`config.mk`:
```
export PLATFORM = sky130hd
export DESIGN_NAME = noc_rsc_ni
export DESIGN_NICKNAME = d
export VERILOG_FILES = /design/src/rtl/noc_rsc_ni.sv
export SDC_FILE = /design/constraint.sdc
export NUM_CORES = 1
export LEC_CHECK = 0
export CAP_MARGIN = 5
export CORE_MARGIN = 8
export CORE_UTILIZATION = 41
export DETAILED_ROUTE_END_ITERATION = 16
export MAX_ROUTING_LAYER = met4
export PLACE_DENSITY = 0.66
export SETUP_SLACK_MARGIN = 0.5
export SLEW_MARGIN = 40
export SYNTH_ARGS = -nofsm -noshare
export SYNTH_HDL_FRONTEND = slang
export SYNTH_SLANG_ARGS = --single-unit
```
`constraint.sdc`:
```
create_clock -name clk_i -period 3 [get_ports clk_i]
set_input_delay 0.6 -clock clk_i [delete_from_list [all_inputs] [get_ports clk_i]]
set_output_delay 0.6 -clock clk_i [all_outputs]
set_load 0.01 [all_outputs]
```
`src/rtl/noc_rsc_ni.sv`:
```
// Resource-side NI: packs core requests into mesh packets with overflow retry, and buffers delivered packets in a FWFT FIFO.
// Latency: TX write strobe 2 cycles after accept, ready again after 4 at best; RX head visible the cycle after the write.
// Backpressure: TX waits while noc_full_i is high and retries on overflow; RX writes arriving while full are dropped and counted.
module noc_rsc_ni #(
  parameter int ROW_N        = 3,
  parameter int COL_M        = 3,
  parameter int ROW_CORD     = 0,
  parameter int COL_CORD     = 0,
  parameter int PCKT_DATA_W  = 8,
  parameter int FIFO_DEPTH_W = 2,
  parameter int MAX_RETRY    = 3,
  parameter int CNT_W        = 16,
  localparam int RW = $clog2(ROW_N),
  localparam int CW = $clog2(COL_M),
  localparam int PW = PCKT_DATA_W + RW + CW
) (
  input  logic                   clk_i,
  input  logic                   rst_i,
  input  logic                   tx_valid_i,
  output logic                   tx_ready_o,
  input  logic [RW-1:0]          tx_row_i,
  input  logic [CW-1:0]          tx_col_i,
  input  logic [PCKT_DATA_W-1:0] tx_data_i,
  output logic                   tx_err_o,
  output logic [PW-1:0]          noc_pckt_o,
  output logic                   noc_wren_o,
  input  logic                   noc_full_i,
  input  logic                   noc_ovrflw_i,
  input  logic [PW-1:0]          noc_pckt_i,
  input  logic                   noc_wren_i,
  output logic                   rsc_full_o,
  output logic                   rsc_ovrflw_o,
  output logic                   rx_valid_o,
  input  logic                   rx_ready_i,
  output logic [RW-1:0]          rx_row_o,
  output logic [CW-1:0]          rx_col_o,
  output logic [PCKT_DATA_W-1:0] rx_data_o,
  output logic                   rx_misroute_o,
  output logic [CNT_W-1:0]       tx_cnt_o,
  output logic [CNT_W-1:0]       drop_cnt_o
);

  localparam int DEPTH = 1 << FIFO_DEPTH_W;
  localparam int RTW   = (MAX_RETRY > 0) ? $clog2(MAX_RETRY + 1) : 1;
  localparam logic [CNT_W-1:0] CNT_MAX = {CNT_W{1'b1}};

  typedef struct packed {
    logic [CW-1:0]          col;
    logic [RW-1:0]          row;
    logic [PCKT_DATA_W-1:0] dat;
  } pckt_t;

  typedef enum logic [1:0] {IDLE, SEND, WR, CHECK} tx_state_t;

  tx_state_t        state_q, state_d;
  logic [RTW-1:0]   retry_q;
  logic             latch, retry_inc, tx_ok, tx_drop;

  logic [PW-1:0]           mem [DEPTH];
  logic [FIFO_DEPTH_W-1:0] wr_ptr, rd_ptr;
  logic [FIFO_DEPTH_W:0]   occ, occ_nxt;
  logic                    push, pop, rx_drop;
  pckt_t                   head;

  logic [1:0]       drop_inc;
  logic [CNT_W:0]   drop_sum;
  logic [CNT_W-1:0] drop_nxt;

  // TX state register
  always_ff @(posedge clk_i) begin
    if (rst_i) state_q <= IDLE;
    else       state_q <= state_d;
  end

  // TX next-state logic and per-state control strobes
  always_comb begin
    state_d    = state_q;
    tx_ready_o = 1'b0;
    latch      = 1'b0;
    retry_inc  = 1'b0;
    tx_ok      = 1'b0;
    tx_drop    = 1'b0;
    case (state_q)
      IDLE: begin
        tx_ready_o = 1'b1;
        if (tx_valid_i) begin
          latch   = 1'b1;
          state_d = SEND;
        end
      end
      SEND:  if (!noc_full_i) state_d = WR;
      WR:    state_d = CHECK;
      CHECK: begin
        // the switch reports overflow one cycle after our strobe
        if (!noc_ovrflw_i) begin
          tx_ok   = 1'b1;
          state_d = IDLE;
        end else if (retry_q < RTW'(MAX_RETRY)) begin
          retry_inc = 1'b1;
          state_d   = SEND;
        end else begin
          tx_drop = 1'b1;
          state_d = IDLE;
        end
      end
      default: state_d = IDLE;
    endcase
  end

  // TX datapath: packet latch, write strobe flop, retry count, error pulse, sent counter
  always_ff @(posedge clk_i) begin
    if (rst_i) begin
      noc_pckt_o <= '0;
      noc_wren_o <= 1'b0;
      retry_q    <= '0;
      tx_err_o   <= 1'b0;
      tx_cnt_o   <= '0;
    end else begin
      noc_wren_o <= (state_d == WR);
      tx_err_o   <= tx_drop;
      if (latch) begin
        noc_pckt_o <= {tx_col_i, tx_row_i, tx_data_i};
        retry_q    <= '0;
      end else if (retry_inc) begin
        retry_q <= retry_q + 1'b1;
      end
      if (tx_ok && (tx_cnt_o != CNT_MAX)) tx_cnt_o <= tx_cnt_o + 1'b1;
    end
  end

  // RX FIFO handshake decode; a write while full is lost even if a pop frees a slot this cycle
  always_comb begin
    push    = noc_wren_i & ~rsc_full_o;
    pop     = rx_valid_o & rx_ready_i;
    rx_drop = noc_wren_i & rsc_full_o;
    occ_nxt = occ;
    case ({push, pop})
      2'b10:   occ_nxt = occ + 1'b1;
      2'b01:   occ_nxt = occ - 1'b1;
      default: occ_nxt = occ;
    endcase
  end

  // RX FIFO pointers, occupancy and registered status flags
  always_ff @(posedge clk_i) begin
    if (rst_i) begin
      wr_ptr       <= '0;
      rd_ptr       <= '0;
      occ          <= '0;
      rsc_full_o   <= 1'b0;
      rsc_ovrflw_o <= 1'b0;
    end else begin
      if (push) wr_ptr <= wr_ptr + 1'b1;
      if (pop)  rd_ptr <= rd_ptr + 1'b1;
      occ          <= occ_nxt;
      rsc_full_o   <= (occ_nxt == (FIFO_DEPTH_W+1)'(DEPTH));
      rsc_ovrflw_o <= rx_drop;
    end
  end

  // RX storage; contents need no reset since occupancy gates visibility
  always_ff @(posedge clk_i) begin
    if (push) mem[wr_ptr] <= noc_pckt_i;
  end

  assign head          = mem[rd_ptr];
  assign rx_valid_o    = (occ != '0);
  assign rx_row_o      = head.row;
  assign rx_col_o      = head.col;
  assign rx_data_o     = head.dat;
  assign rx_misroute_o = (head.row != RW'(ROW_CORD)) || (head.col != CW'(COL_CORD));

  // saturating drop total; TX and RX drops in one cycle count as two
  always_comb begin
    drop_inc = 2'(tx_drop) + 2'(rx_drop);
    drop_sum = {1'b0, drop_cnt_o} + (CNT_W+1)'(drop_inc);
    drop_nxt = (drop_sum > {1'b0, CNT_MAX}) ? CNT_MAX : drop_sum[CNT_W-1:0];
  end

  // drop counter register
  always_ff @(posedge clk_i) begin
    if (rst_i) drop_cnt_o <= '0;
    else       drop_cnt_o <= drop_nxt;
  end

endmodule

```
==> key figures, run 1 <==
Yosys
  – Area share of and/or/nand/nor cells after synthesis: 0.1562
  – Syn avg cell area: 12.91 um^2
  – Ys flop type: dfxtp_1
  – Number of synthesis warnings: 0
  – Mapped Area: 4583 um^2
  – Sequential area share after synthesis: 0.5809
  – Mux contribution to synthesized area: 0.07617
  – Post-Synth Adder-Cell Area: 0.03058
  – #FFs+latches synth: 109
  – Distinct cells, synth: 54
  – Largest family of logic cells by synthesized area: simple AND/OR/NAND/NOR gates
  – Synth Net Count: 396
  – Post-synth EDFFs: 48
  – Post-Synth XOR/XNOR Area: 0.03440
  – FFs w/ async S/R, synth: 0
  – Compound-Gate Fraction of Synth Area: 0.09118
  – Mapped Cells: 355

CTS
  – Clock buffer depth: 2
  – Reg clk slew, reported paths: 0.10 ns
  – Num CTS Buffers: 9
  – CTS Root Cell: clkbuf_8
  – Clock sinks: 109
  – # H-tree levels: 3
  – Clock latency on the worst-skew pair: 0.37 ns
  – CTS tree: built

Worst setup path
  – Worst Setup Start Kind: flip-flop
  – Req. time, crit path: 2.40 ns
  – Worst Setup End Kind: output port
  – CP Data Arrival Time: 1.99 ns
  – Worst Path Class, Setup: flip-flop to output port
  – R2R Path Start: retry_q[0]
  – Critical Path Fanout Max: 5

Pwr
  – Comb pwr share: 0.229
  – Power share of the clock group: 0.266
  – PD cells: 582.7 nW/um^2
  – Worst vdd ir: 0.3121 mV
  – Total Power: 0.003498 W
  – Sequential Power Share: 0.504
  – Leak: 2.084 nW
  – Net Sw Power: 0.0009446 W
  – Switching part of the total: 0.2701
  – P_int: 0.002553 W

Routing
  – DRC viols: 0
  – Routed WL: 9926 um
  – Initial DRT Pass Iterations: 4
  – Via count: 3207
  – Routed len/inst: 16.25 um
  – DR iter-0 viols: 130
  – Post-route ant nets: 0
  – Vias per inst: 5.249

Cells and area
  – Antenna diodes: 0
  – Share of post-route cells with drive strength above 1: 0.1762
  – Post-layout nets: 507
  – Area Growth Syn to Fin: 30.99%

Placed design
  – Post-DP HPWL: 6997 um
  – Routability Congestion: 0.8334
  – DP Worst Slack: -0.1025 ns
  – PortBufs: 93

Floorplan
  – Height of the die: 121.7 um
  – Initial Util: 0.4209
  – Die area: 14820 um^2
  – I/O Pins: 94
  – Placement Rows: 38
  – Die Wd: 121.7 um
  – Core Region: 10890 um^2

Timing
  – Final worst-path setup slack: 0.4127 ns
  – # setup viols final: 0
  – Fmax: 0.3865 GHz
  – RSZ-0062 raised after global routing: yes
  – Relative slew slack: 0.4997
  – Final hold viol count: 0
  – Setup TNS Final: 0 ns
  – Tcrit/Tclk final: 0.8624
  – Worst slew pin tran: 0.7477 ns
  – Slew Limit Fails: 0
  – Clock skew: 0.008416 ns
  – Tmin final: 2.587 ns

Global routing
  – GR Overflow Total: 0
  – Vias in the first global route: 3213
  – All-layer global routing usage: 0.1401
  – Initial antenna violation count: 0
  – First-pass GRT wire length: 16050 um
  – Largest net degree at the start of global routing: 31

Run
  – Max-cap violations: 0

Hold path
  – HP Class: flip-flop to flip-flop
  – HP Start: noc_pckt_o[0]

Outcome
  – Outcome: completed
-- area by class of cell --
type | count | area (um^2)
Timing Repair Buffer | 117 | 1091
Multi-Input combinational cell | 217 | 1802
Clock inverter | 5 | 45.04
Sequential cell | 109 | 2671
Clock buffer | 11 | 173.9
Tap cell | 140 | 175.2
Inverter | 12 | 45.04
Fill cell | 939 | 4885
-- path summary, 6_finish.rpt --
check | end | cells after the start | slack, ns
hold reg to reg | noc_pckt_o[0] | 1 | 0.49
setup reg to reg | drop_cnt_o[14] | 9 | 0.68
setup / recovery | rx_misroute_o | 3 | 0.41
hold / removal | noc_pckt_o[0] | 1 | 0.49
-- flip-flops by register name, summed over array words and instances (netlist names), 2 cells and up, named ones only --
signal	count
mem	48
tx_cnt_o	16
drop_cnt_o	16
state_q	2
wr_ptr	2
occ	3
noc_pckt_o	12
rd_ptr	2
retry_q	2
-- stage by stage --
stage / area, um^2 / hold WS (ns) / util / cells
final: 6003 / 0.4853 / 0.5514 / 611
after global routing: 6003 / 0.5062 / 0.5514 / 611
after CTS: 5966 / 0.4937 / 0.5479 / 609
after detailed placement: 5744 / 0.4653 / 0.5276 / 591
after global placement: 5744 / 0.4626 / 0.5276 / 591
after floorplan: 4588 / 0.4847 / - / 355
-- power by group through the flow --
stage	clock network, W	registers, W	logic, W
after floorplan	0	0.00177	0.000468
after global placement	0	0.00178	0.000823
after detailed placement	0	0.00179	0.000838
after CTS	0.000969	0.00177	0.000813
after global routing	0.00103	0.00178	0.000879
final	0.000931	0.00176	0.000803
-- cells by family after synthesis --
family | after synthesis
simple gates | 112
xor+xnor | 18
mux | 17
fa+ha+maj | 10
flops | 109
compound gates | 60
buf+inv | 29
-- placed cells by master (no fill, tap or decap), drive strengths merged, types with 7 or more instances in the layout --
| master | instances |
|---|---|
| clkdlybuf4s50 | 81 |
| dfxtp | 61 |
| edfxtp | 48 |
| a21oi | 27 |
| buf | 26 |
| nor2 | 19 |
| inv | 15 |
| nor3 | 13 |
| xnor2 | 13 |
| a22o | 12 |
| clkbuf | 12 |
| mux4 | 12 |
| nand4 | 11 |
| nand2 | 10 |
| nand3 | 10 |
| or3 | 8 |
| ha | 8 |
| nor2b | 7 |
| dlygate4sd2 | 7 |
| o21ai | 7 |
| nor4 | 7 |
-- what timing repair did --
action	4_1_cts	5_1_grt
setup endpoints to repair	28	20
buffers inserted	2	2
pin swaps	3	4
resized for setup	23	9
hold buffers	0	0
-- synth_stat cells, types with 4 or more instances --
cell type   n  area share
mux4_1      7       0.040
buf_4       4      0.0066
a31oi_1     4      0.0055
nand4_1     9       0.012
a22o_1     12       0.023
o21ai_1     6      0.0066
xor2_1      5      0.0096
or3_1       8       0.011
nor3_1     13       0.014
xnor2_1    13       0.025
nor2_1     19       0.016
and2_1      5      0.0068
nor2b_1     7      0.0096
a21oi_1    17       0.019
nand3_1     8      0.0087
inv_1      12      0.0098
mux4_2      5       0.025
clkbuf_1    8      0.0066
ha_1        8       0.022
dfxtp_1    61        0.27
nand2_1    10      0.0082
a21oi_2    10       0.019
and3_1      4      0.0055
edfxtp_1   48        0.31
-- layer usage --
metal  global-route usage  vias to the layer above  part of all wire  wire (um)
li1                     -                     1558                 -          -
met1               0.1773                     1574              0.46       4567
met2               0.2199                       68              0.50       4949
met3              0.02360                        7             0.031        310
met4              0.05551                        0            0.0099         98
met5                    -                        -                 0          0
-- worst max-delay path: stages (launching register included) --
cell     delay [ns]
dfxtp_4        0.41
mux4_2         0.53
or4_1          0.53
buf_2          0.16
(Power assumes the default switching activity.)
==> run 2, diff against run 1 <==
--- a/config.mk
+++ b/config.mk
@@ -9,8 +9,9 @@
 export CORE_MARGIN = 8
 export CORE_UTILIZATION = 41
 export DETAILED_ROUTE_END_ITERATION = 16
+export GPL_ROUTABILITY_DRIVEN = 0
 export MAX_ROUTING_LAYER = met4
-export PLACE_DENSITY = 0.66
+export PLACE_DENSITY = 0.69
 export SETUP_SLACK_MARGIN = 0.5
 export SLEW_MARGIN = 40
 export SYNTH_ARGS = -nofsm -noshare
==> key figures, run 2 (synthesized netlist as in run 1, its figures left out) <==
Cells and area
  – Commonest non-fill, non-tap cells in the layout: clkdlybuf4s50_1, dfxtp_1, edfxtp_1, buf_4, nor2_1
  – Biggest regs: mem: 48 flops, drop_cnt_o: 16 flops, tx_cnt_o: 16 flops
  – Area Growth Syn to Fin: 30.63%
  – Post-layout nets: 505 (-0.39%)
  – Antenna diodes: 0 (unchanged)
  – Fill count: 935 (-0.43%)
  – Commonest non-fill, non-tap cell in the layout: clkdlybuf4s50_1
  – Biggest register: mem
  – Max FFs per register: 48 (unchanged)
  – Share of post-route cells with drive strength above 1: 0.1812 (+0.005016)

CTS
  – Reg clk slew, reported paths: 0.11 ns (about the same)
  – Clock latency on the worst-skew pair: 0.35 ns (-0.02 ns)
  – Clock buffer depth: 2 (unchanged)
  – Num CTS Buffers: 9 (unchanged)
  – CTS Root Cell: clkbuf_8
  – # H-tree levels: 3 (unchanged)
  – CTS tree: built
  – Clock sinks: 109 (unchanged)
  – Post-CTS Hold Fix Bufs: 0 (unchanged)

Routing
  – Routed WL: 9880 um (-0.46%)
  – DR iter-0 viols: 194 (+49%)
  – Vias per inst: 5.246 (about the same)
  – Wl on met1: 4566 um (about the same)
  – Initial DRT Pass Iterations: 4 (unchanged)
  – Via count: 3195 (-0.37%)
  – Highest metal used: met4
  – Routed len/inst: 16.22 um (-0.14%)
  – DRC viols: 0 (unchanged)
  – Met2 WL: 4786 um (-3.3%)
  – Met3 Wirelength: 441 um (+42%)
  – Post-route ant nets: 0 (unchanged)

Worst setup path
  – Req. time, crit path: 2.40 ns (about the same)
  – CP bufs+invs: 1 (unchanged)
  – Critical Path Fanout Max: 5 (unchanged)
  – Worst-path cell chain: mux4_2 -> or4_4 -> buf_6
  – Worst Setup End Kind: output port
  – R2R Path Start: retry_q[0]
  – Reg-to-Reg End: drop_cnt_o[14]
  – Cell depth of the worst flop-to-flop path: 9 (unchanged)
  – Slowest CP cell: or4_4
  – R2R Setup Slk: 0.65 ns (-0.03 ns)
  – CP Data Arrival Time: 1.98 ns (about the same)
  – Max incr delay on CP: 0.55 ns (+0.02 ns)
  – Crit-path leading delay family: simple AND/OR/NAND/NOR gates
  – Worst Setup Start Kind: flip-flop
  – Worst Path Class, Setup: flip-flop to output port

Floorplan
  – Height of the die: 121.7 um (unchanged)
  – Die area: 14820 um^2 (unchanged)
  – Initial Util: 0.4209 (unchanged)
  – Die Wd: 121.7 um (unchanged)
  – Core Region: 10890 um^2 (unchanged)
  – I/O Pins: 94 (unchanged)
  – Placement Rows: 38 (unchanged)

Outcome
  – Outcome: completed

Pwr
  – PD cells: 578.7 nW/um^2 (-0.68%)
  – Worst vdd ir: 0.3119 mV (about the same)
  – Total Power: 0.003465 W (-0.95%)
  – Leak: 2.107 nW (+1.1%)

Timing
  – Tmin final: 2.579 ns (-0.007855 ns)
  – Relative slew slack: 0.4712 (-0.02848)
  – # setup viols final: 0 (unchanged)
  – RSZ-0062 raised after global routing: yes
  – Tcrit/Tclk final: 0.8598 (-0.002618)
  – Fmax: 0.3877 GHz (+0.30%)
  – Final hold viol count: 0 (unchanged)
  – Clock skew: 0.01246 ns (+0.004042 ns)
  – Slew Limit Fails: 0 (unchanged)
  – Worst slew pin tran: 0.7902 ns (+0.04257 ns)
  – Hold WS: 0.4908 ns (+0.005527 ns)

Hold path
  – HP Start: noc_pckt_o[5]
  – Worst-case hold path end point: noc_pckt_o[5]
  – HP Class: flip-flop to flip-flop
  – Hold depth: 1 (unchanged)

Global routing
  – GR Overflow Total: 0 (unchanged)
  – All-layer global routing usage: 0.1388 (-0.001340)
  – First-pass GRT wire length: 16230 um (+1.1%)
  – Largest net degree at the start of global routing: 50 (+61%)
  – Vias in the first global route: 3267 (+1.7%)
  – Initial antenna violation count: 0 (unchanged)

Run
  – Max-cap violations: 0 (unchanged)

Placed design
  – Post-DP HPWL: 7068 um (+1.0%)
  – PortBufs: 93 (unchanged)
[run 2: changes by cell type in the layout (fill, tap and decap cells not counted), moves of 2 or more]
cell	change
clkbuf_16	-2
clkbuf_2	+6
dlygate4sd2_1	-6
dfxtp_1	+3
buf_4	-3
ha_2	-2
dfxtp_2	-3
[run 2: power by group]
part | internal, W | total (W) | leakage [nW] | switching (W)
clock | 0.000390 | 0.000872 | 0.0976 | 0.000482
combinational | 0.000463 | 0.000830 | 1.07 | 0.000367
sequential | 0.00168 | 0.00176 | 0.937 | 0.0000785
total | 0.00254 | 0.00346 | 2.11 | 0.000928
[run 2: area by class of cell]
cell class,count,area (um^2),share of cell area
clock buffers,9,123.9,0.02069
inverters,12,45.04,0.007524
flip-flops and latches,109,2668,0.4456
well taps,140,175.2,0.02926
clock inverters,7,72.57,0.01212
repair buffers,115,1079,0.1801
multi-input cells,217,1824,0.3047
[run 2: worst max-delay path by stage]
| stage | cells past startpoint | endpoint |
|---|---|---|
| 2_1_floorplan | 8 | drop_cnt_o[14] |
| 4_1_cts | 3 | rx_misroute_o |
| 6_report | 3 | rx_misroute_o |
| 3_5_place_dp | 9 | drop_cnt_o[12] |
| 3_3_place_gp | 9 | drop_cnt_o[14] |
| 5_1_grt | 3 | rx_misroute_o |
[run 2: per-stage QoR]
step | area (um^2) | TNS (ns) | setup WS (ns) | cells | utilization
2_1_floorplan | 4588 | 0 | 0.5291 | 355 | -
3_3_place_gp | 5734 | -0.008081 | -0.008081 | 588 | 0.5267
3_5_place_dp | 5734 | -0.1449 | -0.07303 | 588 | 0.5267
4_1_cts | 5937 | 0 | 0.3768 | 606 | 0.5453
5_1_grt | 5987 | 0 | 0.3460 | 609 | 0.5499
6_report | 5987 | 0 | 0.4206 | 609 | 0.5499
[run 2: what timing repair did]
| action | in CTS | in global routing |
|---|---|---|
| resized for setup | 20 | 27 |
| setup endpoints to repair | 28 | 24 |
| pin swaps | 5 | 4 |
| setup buffers | 2 | 3 |
[run 2: metal layers]
| layer | vias to the layer above | GRT usage |
|---|---|---|
| met5 | - | - |
| met4 | 0 | 0.03932 |
| met3 | 8 | 0.02638 |
| met2 | 91 | 0.2260 |
| met1 | 1544 | 0.1728 |
| li1 | 1552 | - |
==> run 3, diff against run 2 <==
--- a/config.mk
+++ b/config.mk
@@ -5,7 +5,7 @@
 export SDC_FILE = /design/constraint.sdc
 export NUM_CORES = 1
 export LEC_CHECK = 0
-export CAP_MARGIN = 5
+export CAP_MARGIN = 20
 export CORE_MARGIN = 8
 export CORE_UTILIZATION = 41
 export DETAILED_ROUTE_END_ITERATION = 16
==> results of run 3 <==
Same layout as run 2: the final DEF is identical, and so are final timing and power.
